<file path="config.mk">
export PLATFORM = sky130hd
export DESIGN_NAME = mem_read_seq
export DESIGN_NICKNAME = d
export VERILOG_FILES = /design/src/rtl/mem_read_seq.sv
export SDC_FILE = /design/constraint.sdc
export NUM_CORES = 1
export LEC_CHECK = 0
export CORE_UTILIZATION = 41
export CTS_CLUSTER_SIZE = 8
export DETAILED_ROUTE_END_ITERATION = 6
export PLACE_DENSITY = 0.77
export SKIP_LAST_GASP = 1
export SLEW_MARGIN = 15
export SYNTH_ARGS = -nofsm -noshare
export SYNTH_HDL_FRONTEND = slang
export SYNTH_SLANG_ARGS = --single-unit
export TNS_END_PERCENT = 100
</file>
<file path="constraint.sdc">
create_clock -name Clk -period 2.4 [get_ports Clk]
set_input_delay 0.6 -clock Clk [delete_from_list [all_inputs] [get_ports Clk]]
set_output_delay 0.6 -clock Clk [all_outputs]
set_load 0.01 [all_outputs]
</file>
<file path="src/rtl/mem_read_seq.sv">
`default_nettype none
// ============================================================================
// Module      : mem_read_seq
// Description : Multi-cycle SRAM access sequencer. Accepts a one-cycle read or
//               write request, drives the active-low SRAM strobes for a fixed
//               number of wait cycles, captures read data and hands it to the
//               downstream MDR/IR register with a one-cycle load pulse.
// Revision    : 1.0 - initial release
// ============================================================================
module mem_read_seq #(
  parameter int WAIT_CYCLES = 2,   // strobe-active cycles, legal 1..15
  parameter int ADDR_W      = 20
) (
  input  logic              Clk,
  input  logic              Reset,        // synchronous, active-low
  input  logic              Start,
  input  logic              RW,           // 0 = read, 1 = write
  input  logic [ADDR_W-1:0] Addr,
  input  logic [15:0]       Wr_Data,
  input  logic [15:0]       Mem_Data_In,
  output logic [ADDR_W-1:0] Mem_Addr,
  output logic [15:0]       Mem_Data_Out,
  output logic              Mem_Data_OE,
  output logic              Mem_CE_N,
  output logic              Mem_OE_N,
  output logic              Mem_WE_N,
  output logic [15:0]       Data_Out,
  output logic              Ld_Out,
  output logic              Busy,
  output logic              Done
);

  typedef enum logic [1:0] {
    S_IDLE   = 2'd0,
    S_SETUP  = 2'd1,
    S_ACCESS = 2'd2,
    S_FINISH = 2'd3
  } state_t;

  // Counter reload: ACCESS lasts WAIT_CYCLES cycles, exiting when it hits 0.
  localparam logic [3:0] C_LOAD = 4'(WAIT_CYCLES - 1);

  state_t              state_q, state_d;
  logic [3:0]          cnt_q, cnt_d;
  logic                rw_q, rw_d;
  logic [ADDR_W-1:0]   addr_q, addr_d;
  logic [15:0]         wdata_q, wdata_d;
  logic [15:0]         dout_q, dout_d;
  logic                ce_n_q, ce_n_d;
  logic                oe_n_q, oe_n_d;
  logic                we_n_q, we_n_d;
  logic                doe_q, doe_d;
  logic                ld_q, ld_d;
  logic                busy_q, busy_d;
  logic                done_q, done_d;
  logic                w_strobe;

  // Next-state, datapath and output decode; outputs are derived from the
  // next state so every port comes straight from a flop.
  always_comb begin
    state_d = state_q;
    cnt_d   = cnt_q;
    rw_d    = rw_q;
    addr_d  = addr_q;
    wdata_d = wdata_q;
    dout_d  = dout_q;

    case (state_q)
      S_IDLE: begin
        if (Start) begin
          state_d = S_SETUP;
          rw_d    = RW;
          addr_d  = Addr;
          wdata_d = Wr_Data;
        end
      end
      S_SETUP: begin
        cnt_d   = C_LOAD;
        state_d = S_ACCESS;
      end
      S_ACCESS: begin
        if (cnt_q == 4'd0) begin
          state_d = S_FINISH;
          if (!rw_q) begin
            dout_d = Mem_Data_In;
          end
        end else begin
          cnt_d = cnt_q - 4'd1;
        end
      end
      S_FINISH: begin
        state_d = S_IDLE;
      end
      default: begin
        state_d = S_IDLE;
      end
    endcase

    // Chip is selected through SETUP and ACCESS; FINISH releases all strobes
    // while a write keeps driving the bus one extra cycle for data hold.
    w_strobe = (state_d == S_SETUP) || (state_d == S_ACCESS);
    ce_n_d   = !w_strobe;
    oe_n_d   = !(w_strobe && !rw_d);
    we_n_d   = !((state_d == S_ACCESS) && rw_d);
    doe_d    = rw_d && (w_strobe || (state_d == S_FINISH));
    ld_d     = (state_d == S_FINISH) && !rw_d;
    done_d   = (state_d == S_FINISH);
    busy_d   = (state_d != S_IDLE);
  end

  // State and output registers with synchronous active-low reset.
  always_ff @(posedge Clk) begin
    if (!Reset) begin
      state_q <= S_IDLE;
      cnt_q   <= 4'd0;
      rw_q    <= 1'b0;
      addr_q  <= '0;
      wdata_q <= 16'd0;
      dout_q  <= 16'd0;
      ce_n_q  <= 1'b1;
      oe_n_q  <= 1'b1;
      we_n_q  <= 1'b1;
      doe_q   <= 1'b0;
      ld_q    <= 1'b0;
      busy_q  <= 1'b0;
      done_q  <= 1'b0;
    end else begin
      state_q <= state_d;
      cnt_q   <= cnt_d;
      rw_q    <= rw_d;
      addr_q  <= addr_d;
      wdata_q <= wdata_d;
      dout_q  <= dout_d;
      ce_n_q  <= ce_n_d;
      oe_n_q  <= oe_n_d;
      we_n_q  <= we_n_d;
      doe_q   <= doe_d;
      ld_q    <= ld_d;
      busy_q  <= busy_d;
      done_q  <= done_d;
    end
  end

  assign Mem_Addr     = addr_q;
  assign Mem_Data_Out = wdata_q;
  assign Mem_Data_OE  = doe_q;
  assign Mem_CE_N     = ce_n_q;
  assign Mem_OE_N     = oe_n_q;
  assign Mem_WE_N     = we_n_q;
  assign Data_Out     = dout_q;
  assign Ld_Out       = ld_q;
  assign Busy         = busy_q;
  assign Done         = done_q;

endmodule
`default_nettype wire

</file>
==> results of run 1 <==
## sequential cells by signal (all words and copies together) (netlist names)
signal and count:
Mem_Addr 20, Data_Out 16, Mem_Data_Out 16, cnt_q 4, state_q 2, Busy 1
Done 1, Ld_Out 1, Mem_CE_N 1, Mem_Data_OE 1, Mem_OE_N 1, Mem_WE_N 1
rw_q 1
## how the worst min path moves through the flow
stage / endpoint / slack, ns / cells after the start
2_1_floorplan: cnt_q[1] / 0.47 / 2
3_3_place_gp: Mem_Data_Out[14] / 0.44 / 2
3_5_place_dp: Data_Out[6] / 0.45 / 2
4_1_cts: Mem_Data_Out[15] / 0.46 / 2
5_1_grt: Mem_Data_Out[2] / 0.47 / 2
6_report: Mem_Addr[13] / 0.45 / 2
## layout by cell type, fill, tap and decap left out
cell type and instances:
a211oi_1 1, a21oi_1 38, a31oi_1 1, and2_1 4, buf_4 7, bufinv_16 1, clkbuf_1 1, clkbuf_8 12
clkdlybuf4s50_1 114, clkinv_1 1, clkinv_2 1, dfxtp_1 66, ha_1 10, inv_1 6, mux2i_1 17, nand2_1 108
nand3_1 3, nand3b_1 1, nand4b_1 1, nor2_1 7, nor2b_1 1, nor3_1 1, nor3b_1 1, nor3b_2 1
nor4_1 1, o211a_1 1, o21ai_0 2, o31a_1 1, o32ai_1 1, or3b_1 1
## worst max-delay path, delay by kind of cell (launching register included)
kind,cells,cell delay [ns]
buffers and inverters,2,0.24
AO/OA/AOI/OAI,1,0.40
flip-flops,1,0.35
AND/OR/NAND/NOR,2,0.52
adder cells (fa/ha/maj),2,0.48
## cell families after synthesis
| logic type | after synthesis | synth area share (%) |
|---|---|---|
| AOI/OAI and AO/OA | 45 | 9.60 |
| adders and majority gates | 10 | 4.98 |
| buffers and inverters | 26 | 4.88 |
| DFF | 66 | 52.5 |
| muxes | 17 | 6.77 |
| and+or+nand+nor | 130 | 21.2 |
## through the flow
stage          setup WS (ns)  cells  util (%)  hold slack, ns
5_1_grt                0.163    486      66.0           0.472
2_1_floorplan          0.488    294         -           0.474
3_5_place_dp           0.215    471      62.6           0.446
6_report               0.281    486      66.0           0.452
4_1_cts                0.302    486      66.0           0.457
3_3_place_gp           0.225    471      62.6           0.441
## cell type report
cell class                 instances  area, sq um
inverter                           7         26.3
tap                               75         93.8
timing repair buffer             121         1190
multi-input combinational        202         1070
clock inverter                     2         35.0
fill                             491         2010
sequential                        66         1320
clock buffer                      13          169
## routing by layer
layer	vias up	GRT usage, %	wire [um]
li1	1170	-	-
met1	980	21.2	2640
met2	96	29.5	2510
met3	5	6.82	604
met4	0	8.57	76
met5	-	0	0
## power groups by stage
stage	sequential, mW	combinational [mW]	clock [mW]
2_1_floorplan	1.58	0.740	0
3_3_place_gp	1.47	1.44	0
3_5_place_dp	1.48	1.47	0
4_1_cts	1.46	1.48	0.971
5_1_grt	1.49	1.62	1.02
6_report	1.46	1.47	0.941
==> results.md, run 1 <==
* Setup-failing EPs final at 0
* Fin nets at 473
* CP startpoint: cnt_q[0]
* WL/cell at 12.0 um
* Vias per cell at between 4 and 5
* Post-Layout Inst Area at 3910 sq um
* Tmin final at roughly 2.1 ns
* Switching Share at a little under a third
* CTS max path bufs at 2
* IO Count at 115
* Critical hold path startpoint: Mem_Addr[13]
* Critical Path Source Type: flip-flop
* Final hold violations at 0
* Tot GR Track Use at approximately 18%
* CP Class: reg -> reg
* FF+latch count, synth at between 60 and 70
* Clock share of power at 24.3%
* First-pass GRT wire length at 8980 um
* Post-synthesis cell type count at 29
* Min-delay worst type: reg -> reg
* Post-CTS sizing at 0
* H-tree Lvls at 3
* Vias at around 2300
* Die X at 80.3 um
* Initial drt markers at 54
* P_sw at approximately 1.2 mW
* Commonest register cell after synthesis: dfxtp_1
* Max-slew headroom at approximately 72%
* Worst Tran Pin Value at between 0.4 and 0.5 ns
* Post-CTS Setup Inserts at 0
* Crit path DAT at 2.32 ns
* Initial antenna violation count at 0
* Syn_nets at 360
* Yosys Warn Count at 0
* Reg power frac at 37.8%
* CP Capture Type: flip-flop
* Leak Pwr at between 1 and 1.5 nW
* Pwr Density at 990 nW/um^2
* FP Rows at 28
* Sequential cell area fraction in the yosys report at a little over half
* Clock Pin Slew Worst Setup and Hold Paths at approximately 0.06 ns
* Crit path cell chain: inv_1, ha_1, or3b_1, a211oi_1, inv_1, ha_1, nand3_1
* Drc violations at 0
* Worst EP required at about 2.6 ns
* Initial Util at between 40% and 50%
* Root Buffer: clkbuf_8
* Core ar. at 5920 sq um
* Most frequent cell after synthesis: nand2_1
* Largest net degree at the start of global routing at 37
* Cts hold-fix bufs at 0
* Fin. max-slew vios at 0
* Setup Skew at 0.00771 ns
* CP max FO at 6
* Antenna viol nets, final at 0
* Async S/R FF share, synth at 0%
* Top cell type's share of synthesized area at 52.5%
* Synth area leader: dfxtp_1
* Port Buffers at between 100 and 150
* DRT Pass-1 Iters at 5
* Clock buffer count from CTS at 9
* Status: complete, no violations
* HPWL Detailed at roughly 4100 um
* Clock latency on the worst-skew pair at about 0.33 ns
* Vias in the first global route at slightly above 2000
* Total global routing overflow at 0
* Placed Area at approximately 3700 sq um
* Max Freq at 472 MHz
* RR Endpoint: Mem_OE_N
* EDFF count, synth at 0
* R2R Setup Slk at 0.28 ns
* Setup crit end: Mem_OE_N
* Diode count at 0
* RSZ-0062 raised after global routing: no
* Final wirelength at slightly below 6000 um
* DIE AREA at about 6500 sq um
* CTS tree: yes
* Crit-path slowest cell: or3b_1
* Period Utilization, post-route at about nine tenths
* Setup tns final at 0 ns
* Worst VDD drop at around 0.00063 V
* Synth Area per Inst at ~8.6 sq um
* Die height at ~80 um
* CTS sink count at 66
* Worst Reg-to-Reg Cells at 7
* RePlAce Congestion at between 0.6 and 0.7
* Cell Area, Synth at between 2000 and 3000 sq um
* CP max stage delay at about 0.46 ns
* RR Startpoint: cnt_q[0]
* Max-cap violations at 0
* Logic gate share of total power at 37.9%
* Internal power at ~2.6 mW
* Layout cells sized above 1 at about 5.4%
* Cells after Synth at ~290
* Tot Pwr at between 3 and 4 mW
* Synth cell count leaders: nand2_1 (108), dfxtp_1 (66), a21oi_1 (38)
* Top post-synthesis cells by area: dfxtp_1 (53%), nand2_1 (16%), a21oi_1 (7.6%)
* Layout area overhead at 55.5%
No activity file was read; power rests on OpenSTA's default activity.
==> run 2: changes to the inputs <==
CORE_UTILIZATION = 40   (was 41)
PLACE_DENSITY = 0.76   (was 0.77)
==> results.md, run 2 (same netlist as run 1, synthesis figures left out) <==
* Status: complete, no violations
* Max-slew headroom at between 70 and 80%
* Tot GR Track Use at 18.5%
* Leak Pwr at roughly 1.5 nW
* Initial Util at 42.0%
* Core ar. at between 5000 and 6000 sq um
* Period Utilization, post-route at 89.5%
* Crit path DAT at between 2 and 2.5 ns
* Commonest non-fill, non-tap cell in the layout: clkdlybuf4s50_1
* Gr busiest metal: met2
* Worst Tran Pin Value at about 0.44 ns
* Clock buffer count from CTS at 9
* Post-CTS sizing at 0
* Port Buffers at between 100 and 150
* Reg power frac at 36.6%
* Clock share of power at approximately a quarter
* WL/cell at between 10 and 15 um
* CP Class: reg -> reg
* Setup-failing EPs final at 0
* CP Capture Type: flip-flop
* Vias in the first global route at 2110
* DIE AREA at around 6600 sq um
* Worst VDD drop at 0.000760 V
* Critical Path Source Type: flip-flop
* Max reg flops at 20
* Most frequent cells in the layout: clkdlybuf4s50_1 (114), nand2_1 (108), dfxtp_1 (66)
* Largest net degree at the start of global routing at 40
* Die X at a little over 80 um
* Root Buffer: clkbuf_8
* Clock latency on the worst-skew pair at 0.33 ns
* Worst EP required at about 2.6 ns
* Initial drt markers at 50
* First-pass GRT wire length at a little over 9000 um
* Met2 Track Usage GR at approximately 30%
* Initial antenna violation count at 0
* Fillers at between 400 and 500
* Setup tns final at 0 ns
* Layout area overhead at 57.2%
* CP max FO at 6
* Crit-path slowest cell: or3b_1
* Final hold violations at 0
* Internal power at ~2.7 mW
* P_sw at around 1.3 mW
* Met3 Use GR at 8.09%
* RePlAce Congestion at 0.763
* Max-cap violations at 0
* Multi-input gate area at roughly 1100 sq um
* Cts hold-fix bufs at 0
* Total global routing overflow at 0
* CTS tree: yes
* Layout cells sized above 1 at under 10%
* Vias at 2300
* CTS sink count at 66
* Vias per cell at roughly 4.7
* IO Count at 115
* CTS max path bufs at 2
* Max Freq at 465 MHz
* Switching Share at a little under a third
* Die height at between 80 and 90 um
* Final wirelength at a little under 6000 um
* HPWL Detailed at approximately 4200 um
* Logic gate share of total power at between 30% and 40%
* CP max stage delay at 0.46 ns
* Post-CTS Setup Inserts at 0
* Min-delay worst type: reg -> reg
* Tot Pwr at roughly 4 mW
* Setup Skew at 0.00741 ns
* Fin nets at around 470
* Drc violations at 0
* DRT Pass-1 Iters at 4
* Crit path cell chain: inv_1, ha_1, or3b_1, a211oi_1, inv_1, ha_1, nand3_1
* RR Startpoint: cnt_q[0]
* H-tree Lvls at 3
* Fin. max-slew vios at 0
* CP startpoint: cnt_q[0]
* Met1 GRT Util at about a fifth
* Tmin final at 2.15 ns
* Pwr Density at 1010 nW/um^2
* Hold slack at 0.457 ns
* Clock Pin Slew Worst Setup and Hold Paths at about 0.070 ns
* RSZ-0062 raised after global routing: no
* Critical hold path startpoint: Data_Out[11]
* FP Rows at 28
* Antenna viol nets, final at 0
* Diode count at 0
* Seq. cell area at 1320 sq um
-- run 2: changes by cell type in the layout (fill, tap and decap cells not counted), sizes merged --
cell	change
buf	-1
bufinv	+1
clkbuf	-1
clkinv	+1
-- run 2: critical path, delay by kind of cell (launching register included) --
| family | cells | cell delay, ns |
|---|---|---|
| simple gates | 2 | 0.52 |
| fa+ha+maj | 2 | 0.48 |
| compound gates | 1 | 0.43 |
| flops | 1 | 0.35 |
| buf+inv | 2 | 0.24 |
-- run 2: cell type report --
cell class | count | area share [%]
repair buffers | 120 | 30.6
well taps | 75 | 2.37
clock buffers | 12 | 3.93
clock inverters | 4 | 1.87
flip-flops and latches | 66 | 33.4
inverters | 7 | 0.665
multi-input cells | 202 | 27.1
-- run 2: routing by layer --
layer,share of wire (%),up-vias
li1,-,1177
met1,44,1014
met2,44,101
met3,11,8
met4,1.5,0
met5,0,-
-- run 2: path summary, 6_finish.rpt --
check / end / slack (ns) / depth (start not counted)
worst max-delay path: Mem_OE_N / 0.25 / 7
worst min-delay path: Data_Out[11] / 0.46 / 2
worst max register to register: Mem_OE_N / 0.25 / 7
worst min register to register: Data_Out[11] / 0.46 / 2
-- run 2: power by group through the flow --
stage	Clock [mW]	Sequential [mW]	Combinational [mW]
final	1.04	1.46	1.49
after global routing	1.12	1.50	1.64
after CTS	1.07	1.47	1.50
after detailed placement	0	1.49	1.50
after global placement	0	1.47	1.47
after floorplan	0	1.58	0.740
-- run 2: per-stage QoR --
step | instances | setup WS, ns | area (sq um) | utilization (%)
after floorplan | 294 | 0.488 | 2510 | -
after global placement | 470 | 0.222 | 3720 | 62.2
after detailed placement | 470 | 0.183 | 3720 | 62.2
after CTS | 486 | 0.262 | 3950 | 66.0
after global routing | 486 | 0.0915 | 3950 | 66.0
final | 486 | 0.251 | 3950 | 66.0
